File: config.mk
export PLATFORM = sky130hd
export DESIGN_NAME = instruction_issue_unit
export DESIGN_NICKNAME = d
export VERILOG_FILES = /design/src/rtl/instruction_issue_unit.sv
export SDC_FILE = /design/constraint.sdc
export NUM_CORES = 1
export LEC_CHECK = 0
export ABC_AREA = 1
export BUFFER_PORTS_ARGS = -buffer_cell sky130_fd_sc_hd__buf_2
export CAP_MARGIN = 0
export CORE_MARGIN = 10
export CORE_UTILIZATION = 54
export CTS_BUF_LIST = sky130_fd_sc_hd__clkbuf_4
export DETAILED_ROUTE_END_ITERATION = 8
export PLACE_DENSITY = 0.91
export RECOVER_POWER = 25
export SLEW_MARGIN = 10
export SYNTH_ARGS = -nofsm -noshare
export SYNTH_HDL_FRONTEND = slang
export SYNTH_SLANG_ARGS = --single-unit
File: constraint.sdc
create_clock -name clk -period 2.7 [get_ports clk]
set_input_delay 0.135 -clock clk [delete_from_list [all_inputs] [get_ports clk]]
set_output_delay 0.135 -clock clk [all_outputs]
set_load 0.02 [all_outputs]
File: src/rtl/instruction_issue_unit.sv
// instruction_issue_unit
//   Front end for pipeline_processor. Fetches 32-bit MIPS R-type words from
//   instruction memory into a small FIFO, decodes the head word into the
//   datapath control fields and issues one instruction per cycle over a
//   valid/ready handshake. Illegal words issue as all-zero NOP bubbles and
//   are counted.
//
// Ports
//   clk, rst_n                  clock, synchronous active-low reset
//   imem_req/imem_addr          fetch request (held until imem_ack), byte address
//   imem_ack/imem_data          fetch response
//   redirect_valid/redirect_pc  flush FIFO and restart fetch at redirect_pc
//   issue_valid/issue_ready     issue handshake
//   rd, rs, rt, const_amt       register specifiers and shamt
//   amt_sel, logic_func, shift_func, add_sub, final_func   datapath controls
//   read_mode, chip_select      mirror issue_valid; write_mode is always 0
//   illegal_count               saturating count of illegal words issued
module instruction_issue_unit #(
    parameter int unsigned FIFO_DEPTH = 4,
    parameter logic [31:0] RESET_PC   = 32'h0,
    parameter int unsigned CNT_W      = 16
) (
    input  logic             clk,
    input  logic             rst_n,
    output logic             imem_req,
    output logic [31:0]      imem_addr,
    input  logic             imem_ack,
    input  logic [31:0]      imem_data,
    input  logic             redirect_valid,
    input  logic [31:0]      redirect_pc,
    output logic             issue_valid,
    input  logic             issue_ready,
    output logic [4:0]       rd,
    output logic [4:0]       rs,
    output logic [4:0]       rt,
    output logic [4:0]       const_amt,
    output logic [1:0]       amt_sel,
    output logic [1:0]       logic_func,
    output logic [1:0]       shift_func,
    output logic             add_sub,
    output logic [1:0]       final_func,
    output logic             read_mode,
    output logic             chip_select,
    output logic             write_mode,
    output logic [CNT_W-1:0] illegal_count
);

    localparam int unsigned AW      = $clog2(FIFO_DEPTH);
    localparam logic [AW:0] DEPTH_L = (AW+1)'(FIFO_DEPTH);

    typedef enum logic [1:0] {
        F_IDLE = 2'd0,
        F_WAIT = 2'd1,
        F_DROP = 2'd2
    } fetch_state_t;

    fetch_state_t r_state;
    fetch_state_t w_state_nxt;
    logic         w_launch;

    logic [31:0]  r_pc;
    logic [31:0]  r_req_addr;

    logic [31:0]  r_mem [FIFO_DEPTH];
    logic [AW:0]  r_wr_ptr;
    logic [AW:0]  r_rd_ptr;
    logic [AW:0]  w_count;
    logic         w_empty;
    logic         w_full;
    logic         w_push;
    logic         w_pop;
    logic [31:0]  w_head;

    logic         w_legal;
    logic [4:0]   w_dec_rd, w_dec_rs, w_dec_rt, w_dec_amt;
    logic [1:0]   w_dec_amt_sel, w_dec_logic, w_dec_shift, w_dec_final;
    logic         w_dec_add_sub;

    logic         r_issue_valid;
    logic [4:0]   r_rd, r_rs, r_rt, r_const_amt;
    logic [1:0]   r_amt_sel, r_logic_func, r_shift_func, r_final_func;
    logic         r_add_sub;
    logic [CNT_W-1:0] r_illegal_cnt;

    // Low address bits of a redirect target are ignored by design.
    logic         w_unused_pc_lsbs;
    assign w_unused_pc_lsbs = ^redirect_pc[1:0];

    // ------------------------------------------------------------------
    // FIFO bookkeeping
    // ------------------------------------------------------------------
    assign w_count = r_wr_ptr - r_rd_ptr;
    assign w_empty = (w_count == '0);
    assign w_full  = (w_count == DEPTH_L);
    assign w_head  = r_mem[r_rd_ptr[AW-1:0]];

    // A redirect discards the same-cycle response and cancels the same-cycle pop.
    assign w_push = (r_state == F_WAIT) && imem_ack && !redirect_valid;
    assign w_pop  = !w_empty && (!r_issue_valid || issue_ready) && !redirect_valid;

    always_ff @(posedge clk) begin
        if (!rst_n || redirect_valid) begin
            r_wr_ptr <= '0;
            r_rd_ptr <= '0;
        end else begin
            if (w_push) r_wr_ptr <= r_wr_ptr + 1'b1;
            if (w_pop)  r_rd_ptr <= r_rd_ptr + 1'b1;
        end
    end

    always_ff @(posedge clk) begin
        if (w_push) r_mem[r_wr_ptr[AW-1:0]] <= imem_data;
    end

    // ------------------------------------------------------------------
    // Fetch FSM
    // ------------------------------------------------------------------
    always_comb begin
        w_state_nxt = r_state;
        w_launch    = 1'b0;
        case (r_state)
            F_IDLE: begin
                // Only one request in flight, so the FIFO count alone bounds fetch.
                if (!redirect_valid && !w_full) begin
                    w_state_nxt = F_WAIT;
                    w_launch    = 1'b1;
                end
            end
            F_WAIT: begin
                if (imem_ack)            w_state_nxt = F_IDLE;
                else if (redirect_valid) w_state_nxt = F_DROP;
            end
            F_DROP: begin
                if (imem_ack) w_state_nxt = F_IDLE;
            end
            default: w_state_nxt = F_IDLE;
        endcase
    end

    always_ff @(posedge clk) begin
        if (!rst_n) begin
            r_state    <= F_IDLE;
            r_pc       <= RESET_PC;
            r_req_addr <= '0;
        end else begin
            r_state <= w_state_nxt;
            if (redirect_valid)  r_pc <= {redirect_pc[31:2], 2'b00};
            else if (w_push)     r_pc <= r_pc + 32'd4;
            // The request address is captured separately from the PC so it
            // stays put in F_DROP after the PC has moved to the new target.
            if (w_launch)        r_req_addr <= r_pc;
        end
    end

    assign imem_req  = (r_state != F_IDLE);
    assign imem_addr = r_req_addr;

    // ------------------------------------------------------------------
    // Decode of the FIFO head
    // ------------------------------------------------------------------
    always_comb begin
        w_legal       = 1'b0;
        w_dec_rd      = '0;
        w_dec_rs      = '0;
        w_dec_rt      = '0;
        w_dec_amt     = '0;
        w_dec_amt_sel = 2'b00;
        w_dec_logic   = 2'b00;
        w_dec_shift   = 2'b00;
        w_dec_final   = 2'b00;
        w_dec_add_sub = 1'b0;
        if (w_head[31:26] == 6'd0) begin
            case (w_head[5:0])
                6'h20, 6'h21: w_legal = 1'b1;
                6'h22, 6'h23: begin w_legal = 1'b1; w_dec_add_sub = 1'b1; end
                6'h24: begin w_legal = 1'b1; w_dec_final = 2'b01; w_dec_logic = 2'b00; end
                6'h25: begin w_legal = 1'b1; w_dec_final = 2'b01; w_dec_logic = 2'b01; end
                6'h26: begin w_legal = 1'b1; w_dec_final = 2'b01; w_dec_logic = 2'b10; end
                6'h27: begin w_legal = 1'b1; w_dec_final = 2'b01; w_dec_logic = 2'b11; end
                6'h00: begin w_legal = 1'b1; w_dec_final = 2'b10; w_dec_shift = 2'b00; end
                6'h02: begin w_legal = 1'b1; w_dec_final = 2'b10; w_dec_shift = 2'b01; end
                6'h03: begin w_legal = 1'b1; w_dec_final = 2'b10; w_dec_shift = 2'b10; end
                6'h04: begin
                    w_legal = 1'b1; w_dec_final = 2'b10; w_dec_shift = 2'b00; w_dec_amt_sel = 2'b01;
                end
                6'h06: begin
                    w_legal = 1'b1; w_dec_final = 2'b10; w_dec_shift = 2'b01; w_dec_amt_sel = 2'b01;
                end
                6'h07: begin
                    w_legal = 1'b1; w_dec_final = 2'b10; w_dec_shift = 2'b10; w_dec_amt_sel = 2'b01;
                end
                default: w_legal = 1'b0;
            endcase
        end
        if (w_legal) begin
            w_dec_rs  = w_head[25:21];
            w_dec_rt  = w_head[20:16];
            w_dec_rd  = w_head[15:11];
            w_dec_amt = w_head[10:6];
        end else begin
            // Illegal words become a harmless add r0 with every control at 0.
            w_dec_amt_sel = 2'b00;
            w_dec_logic   = 2'b00;
            w_dec_shift   = 2'b00;
            w_dec_final   = 2'b00;
            w_dec_add_sub = 1'b0;
        end
    end

    // ------------------------------------------------------------------
    // Issue register
    // ------------------------------------------------------------------
    always_ff @(posedge clk) begin
        if (!rst_n) begin
            r_issue_valid <= 1'b0;
            r_rd          <= '0;
            r_rs          <= '0;
            r_rt          <= '0;
            r_const_amt   <= '0;
            r_amt_sel     <= '0;
            r_logic_func  <= '0;
            r_shift_func  <= '0;
            r_add_sub     <= 1'b0;
            r_final_func  <= '0;
            r_illegal_cnt <= '0;
        end else if (redirect_valid || (!w_pop && (!r_issue_valid || issue_ready))) begin
            // Redirect overrides a stall hold; an empty FIFO drains to a bubble.
            r_issue_valid <= 1'b0;
            r_rd          <= '0;
            r_rs          <= '0;
            r_rt          <= '0;
            r_const_amt   <= '0;
            r_amt_sel     <= '0;
            r_logic_func  <= '0;
            r_shift_func  <= '0;
            r_add_sub     <= 1'b0;
            r_final_func  <= '0;
        end else if (w_pop) begin
            r_issue_valid <= 1'b1;
            r_rd          <= w_dec_rd;
            r_rs          <= w_dec_rs;
            r_rt          <= w_dec_rt;
            r_const_amt   <= w_dec_amt;
            r_amt_sel     <= w_dec_amt_sel;
            r_logic_func  <= w_dec_logic;
            r_shift_func  <= w_dec_shift;
            r_add_sub     <= w_dec_add_sub;
            r_final_func  <= w_dec_final;
            if (!w_legal && (r_illegal_cnt != '1))
                r_illegal_cnt <= r_illegal_cnt + 1'b1;
        end
    end

    assign issue_valid   = r_issue_valid;
    assign rd            = r_rd;
    assign rs            = r_rs;
    assign rt            = r_rt;
    assign const_amt     = r_const_amt;
    assign amt_sel       = r_amt_sel;
    assign logic_func    = r_logic_func;
    assign shift_func    = r_shift_func;
    assign add_sub       = r_add_sub;
    assign final_func    = r_final_func;
    assign read_mode     = r_issue_valid;
    assign chip_select   = r_issue_valid;
    assign write_mode    = 1'b0;
    assign illegal_count = r_illegal_cnt;

endmodule
==> reports/metrics.cfg <==
[status]
status = completed

[place]
port-buffer-count = 144
place_inst = 1604
gp_congestion = 0.970
preCtsSetupSlack_ps = 361
dp_hpwl_mm = 19.4

[sta]
skew_ps = 75.8
finalSetupTns_ps = 0
fmax_ghz = 0.396
final.period_utilization = 0.935
rsz0062_at_grt = false
setup_viol = 0
hold_viol = 0
finalWorstSetupSlack_ps = 176
timing.hold.ws_ps = 144
relSlewSlack = 0.587
period_minus_slack_ps = 2520
tightest_slew_ps = 618
drv_slew = 0

[synth]
synth_cell_types = 38
synthCells = 1235
synth_edf_count = 128
synth-seq-cells = 243
syn-cell-area_um2 = 10900
synth_top_cell_area_share = 0.354
ys.flop_type = edfxtp_1
synth.avg_cell_area_um2 = 8.80
synth_area_leader_cell = edfxtp_1
async_flop_share = 0
synth-warning-count = 0
seq_area_frac_synth = 0.565
synthTopCellsByArea = edfxtp_1 35%, dfxtp_1 21%, nand2_1 10%

[min_path]
hold_path_class = in2reg
whs_path_depth = 7

[power]
p_per_area_nw_per_um2 = 585
vdd_drop_max_mv = 0.487
internal_power_mw = 5.76
clkPwrFrac = 0.395
power_frac_comb = 0.091
p_sw_frac = 0.265
pwr-share-seq = 0.514
switching_power_mw = 2.08
leakagePower_nw = 5.10
power_mw = 7.84

[grt]
grt_pass1_wl_mm = 49.9
grt_pass1_vias = 10060
antenna_found_initial = 6
grt_max_degree = 41
overflow = 0
grtUsageTotal = 0.230

[critical_path]
crit_type = reg2reg
path_buf_inv = 4
cp_data_arrival_time_ps = 3120
cp.required_ps = 3290
worstPathCellList = ha_2, nand3_2, inv_1, nand2_1, inv_2, nand2_1, inv_1, nand3_1, xor2_1, a21oi_1, dlygate4sd3_1
worst_setup_path_end_kind = register
crit_family = buffers and inverters
timing.critical_path.fanout_max = 5
critical_path.startpoint_type = register
cp_slowest_cell = dlygate4sd3_1
r2r.worst_path.cells = 11
crit_cells = 11
slowest_delay_ps = 580

[job]
drv_cap = 0

[die]
row_count = 51
start_util = 0.553
ios = 151
coreArea_um2 = 19700
die_h_um = 162
die-area_um2 = 26200
die_w_um = 162

[finish]
areaGrowthSynthToFinish_pct = 23.2
layout.nets = 1562
stdcell_count = 1808
layout_commonest_cell = nand2_1
final_cell_mix = 292 x nand2_1, 138 x nor2_1, 128 x edfxtp_1
drive_above_1_share = 0.190
n_fill_cell = 1445

[drt]
drc = 0
drtPass1Iterations = 6
wl_per_cell_um = 17.5
antenna_left = 0
vias = 10134
wirelength_mm = 31.6
drt-initial-drc-count = 996
viasPerCell = 5.61

[clock_network]
clock_latency_ps = 770
cts.reportedPaths.clkPinSlew_ps = 70
root_buffer = clkbuf_4
cts_made_buffers = 61
htree_levels = 2
cts_setup_buffers = 0
cts_num_sinks = 243
clock_path_buffers = 3
cts_tree = yes

-- repair_timing --
action	CTS	global route
endpoints found under the setup margin	0	1
gates resized for setup	0	3
hold buffers	82	0
hold endpoints to repair	171	0
-- logic make-up (layout without fill, tap and decap cells) --
logic type,after synthesis,count (layout),share of synthesized area
AND/OR/NAND/NOR,617,617,0.248
flip-flops,243,243,0.565
AO/OA/AOI/OAI,203,203,0.100
buffers and inverters,144,441,0.0608
XOR/XNOR,18,18,0.0145
adder cells (fa/ha/maj),9,9,0.0104
other,1,12,0.000345
-- state kept, by name, indices dropped and copies added (netlist names), 3 cells and up, named ones only --
| register | cells |
|---|---|
| r_pc | 30 |
| r_rd_ptr | 3 |
| const_amt | 5 |
| imem_addr | 30 |
| illegal_count | 16 |
| r_mem | 128 |
| rd | 5 |
| rt | 5 |
| r_wr_ptr | 3 |
| rs | 5 |
-- per-layer routing --
metal / vias to the layer above / share of wire / track usage
li1: 4692 / - / -
met5: - / 0 / 0
met3: 119 / 0.10 / 0.0650
met1: 4708 / 0.37 / 0.266
met4: 0 / 0.038 / 0.115
met2: 615 / 0.49 / 0.384
-- worst reg2reg max path, cell delays in order, from the launching register on --
cell	delay (ps)
dfxtp_1	400
ha_2	270
nand3_2	150
inv_1	150
nand2_1	160
inv_2	150
nand2_1	110
inv_1	110
nand3_1	80
xor2_1	150
a21oi_1	80
dlygate4sd3_1	580
-- power by group through the flow --
stage | logic [mW] | registers [mW] | clock network [mW]
5_1_grt | 0.777 | 4.03 | 3.36
2_1_floorplan | 0.387 | 4.11 | 0
4_1_cts | 0.702 | 4.02 | 3.15
6_report | 0.715 | 4.03 | 3.10
3_3_place_gp | 0.584 | 4.10 | 0
3_5_place_dp | 0.602 | 4.10 | 0
-- cells in the mapped netlist, types with 8 or more instances --
| cell type | n |
|---|---|
| inv_1 | 71 |
| ha_1 | 9 |
| nand2_2 | 15 |
| a21oi_2 | 9 |
| edfxtp_1 | 128 |
| dfxtp_1 | 115 |
| nand3_2 | 10 |
| xnor2_1 | 8 |
| a31oi_1 | 10 |
| nor3_1 | 10 |
| buf_2 | 19 |
| xor2_1 | 10 |
| nand2_1 | 292 |
| buf_4 | 9 |
| clkbuf_1 | 27 |
| nand3_1 | 118 |
| nor2_1 | 143 |
| o22ai_1 | 20 |
| nand4_1 | 10 |
| a21oi_1 | 98 |
| o21ai_0 | 63 |
-- stage by stage --
step | utilization | cell area (um^2)
finish | 0.681 | 13400
global route | 0.681 | 13400
CTS | 0.682 | 13400
detailed placement | 0.600 | 11800
global placement | 0.600 | 11800
floorplan | - | 10900
-- area by class of cell --
| type | instances | area [um^2] | share of cell area |
|---|---|---|---|
| Timing Repair Buffer | 247 | 1700 | 0.127 |
| Clock inverter | 24 | 118 | 0.00878 |
| Sequential cell | 243 | 6150 | 0.459 |
| Inverter | 80 | 305 | 0.0228 |
| Clock buffer | 90 | 676 | 0.0505 |
| Antenna cell | 8 | 20.0 | 0.00149 |
| Multi-Input combinational cell | 851 | 4100 | 0.306 |
| Tap cell | 265 | 332 | 0.0248 |
-- final timing paths --
path / start / endpoint / slack [ps]
min: issue_ready / illegal_count[1] / 140
max reg2reg: r_pc[2] / r_pc[18] / 180
max: r_pc[2] / r_pc[18] / 180
min reg2reg: imem_addr[27] / imem_addr[27] / 460
Power figures use the tool's default switching activity.
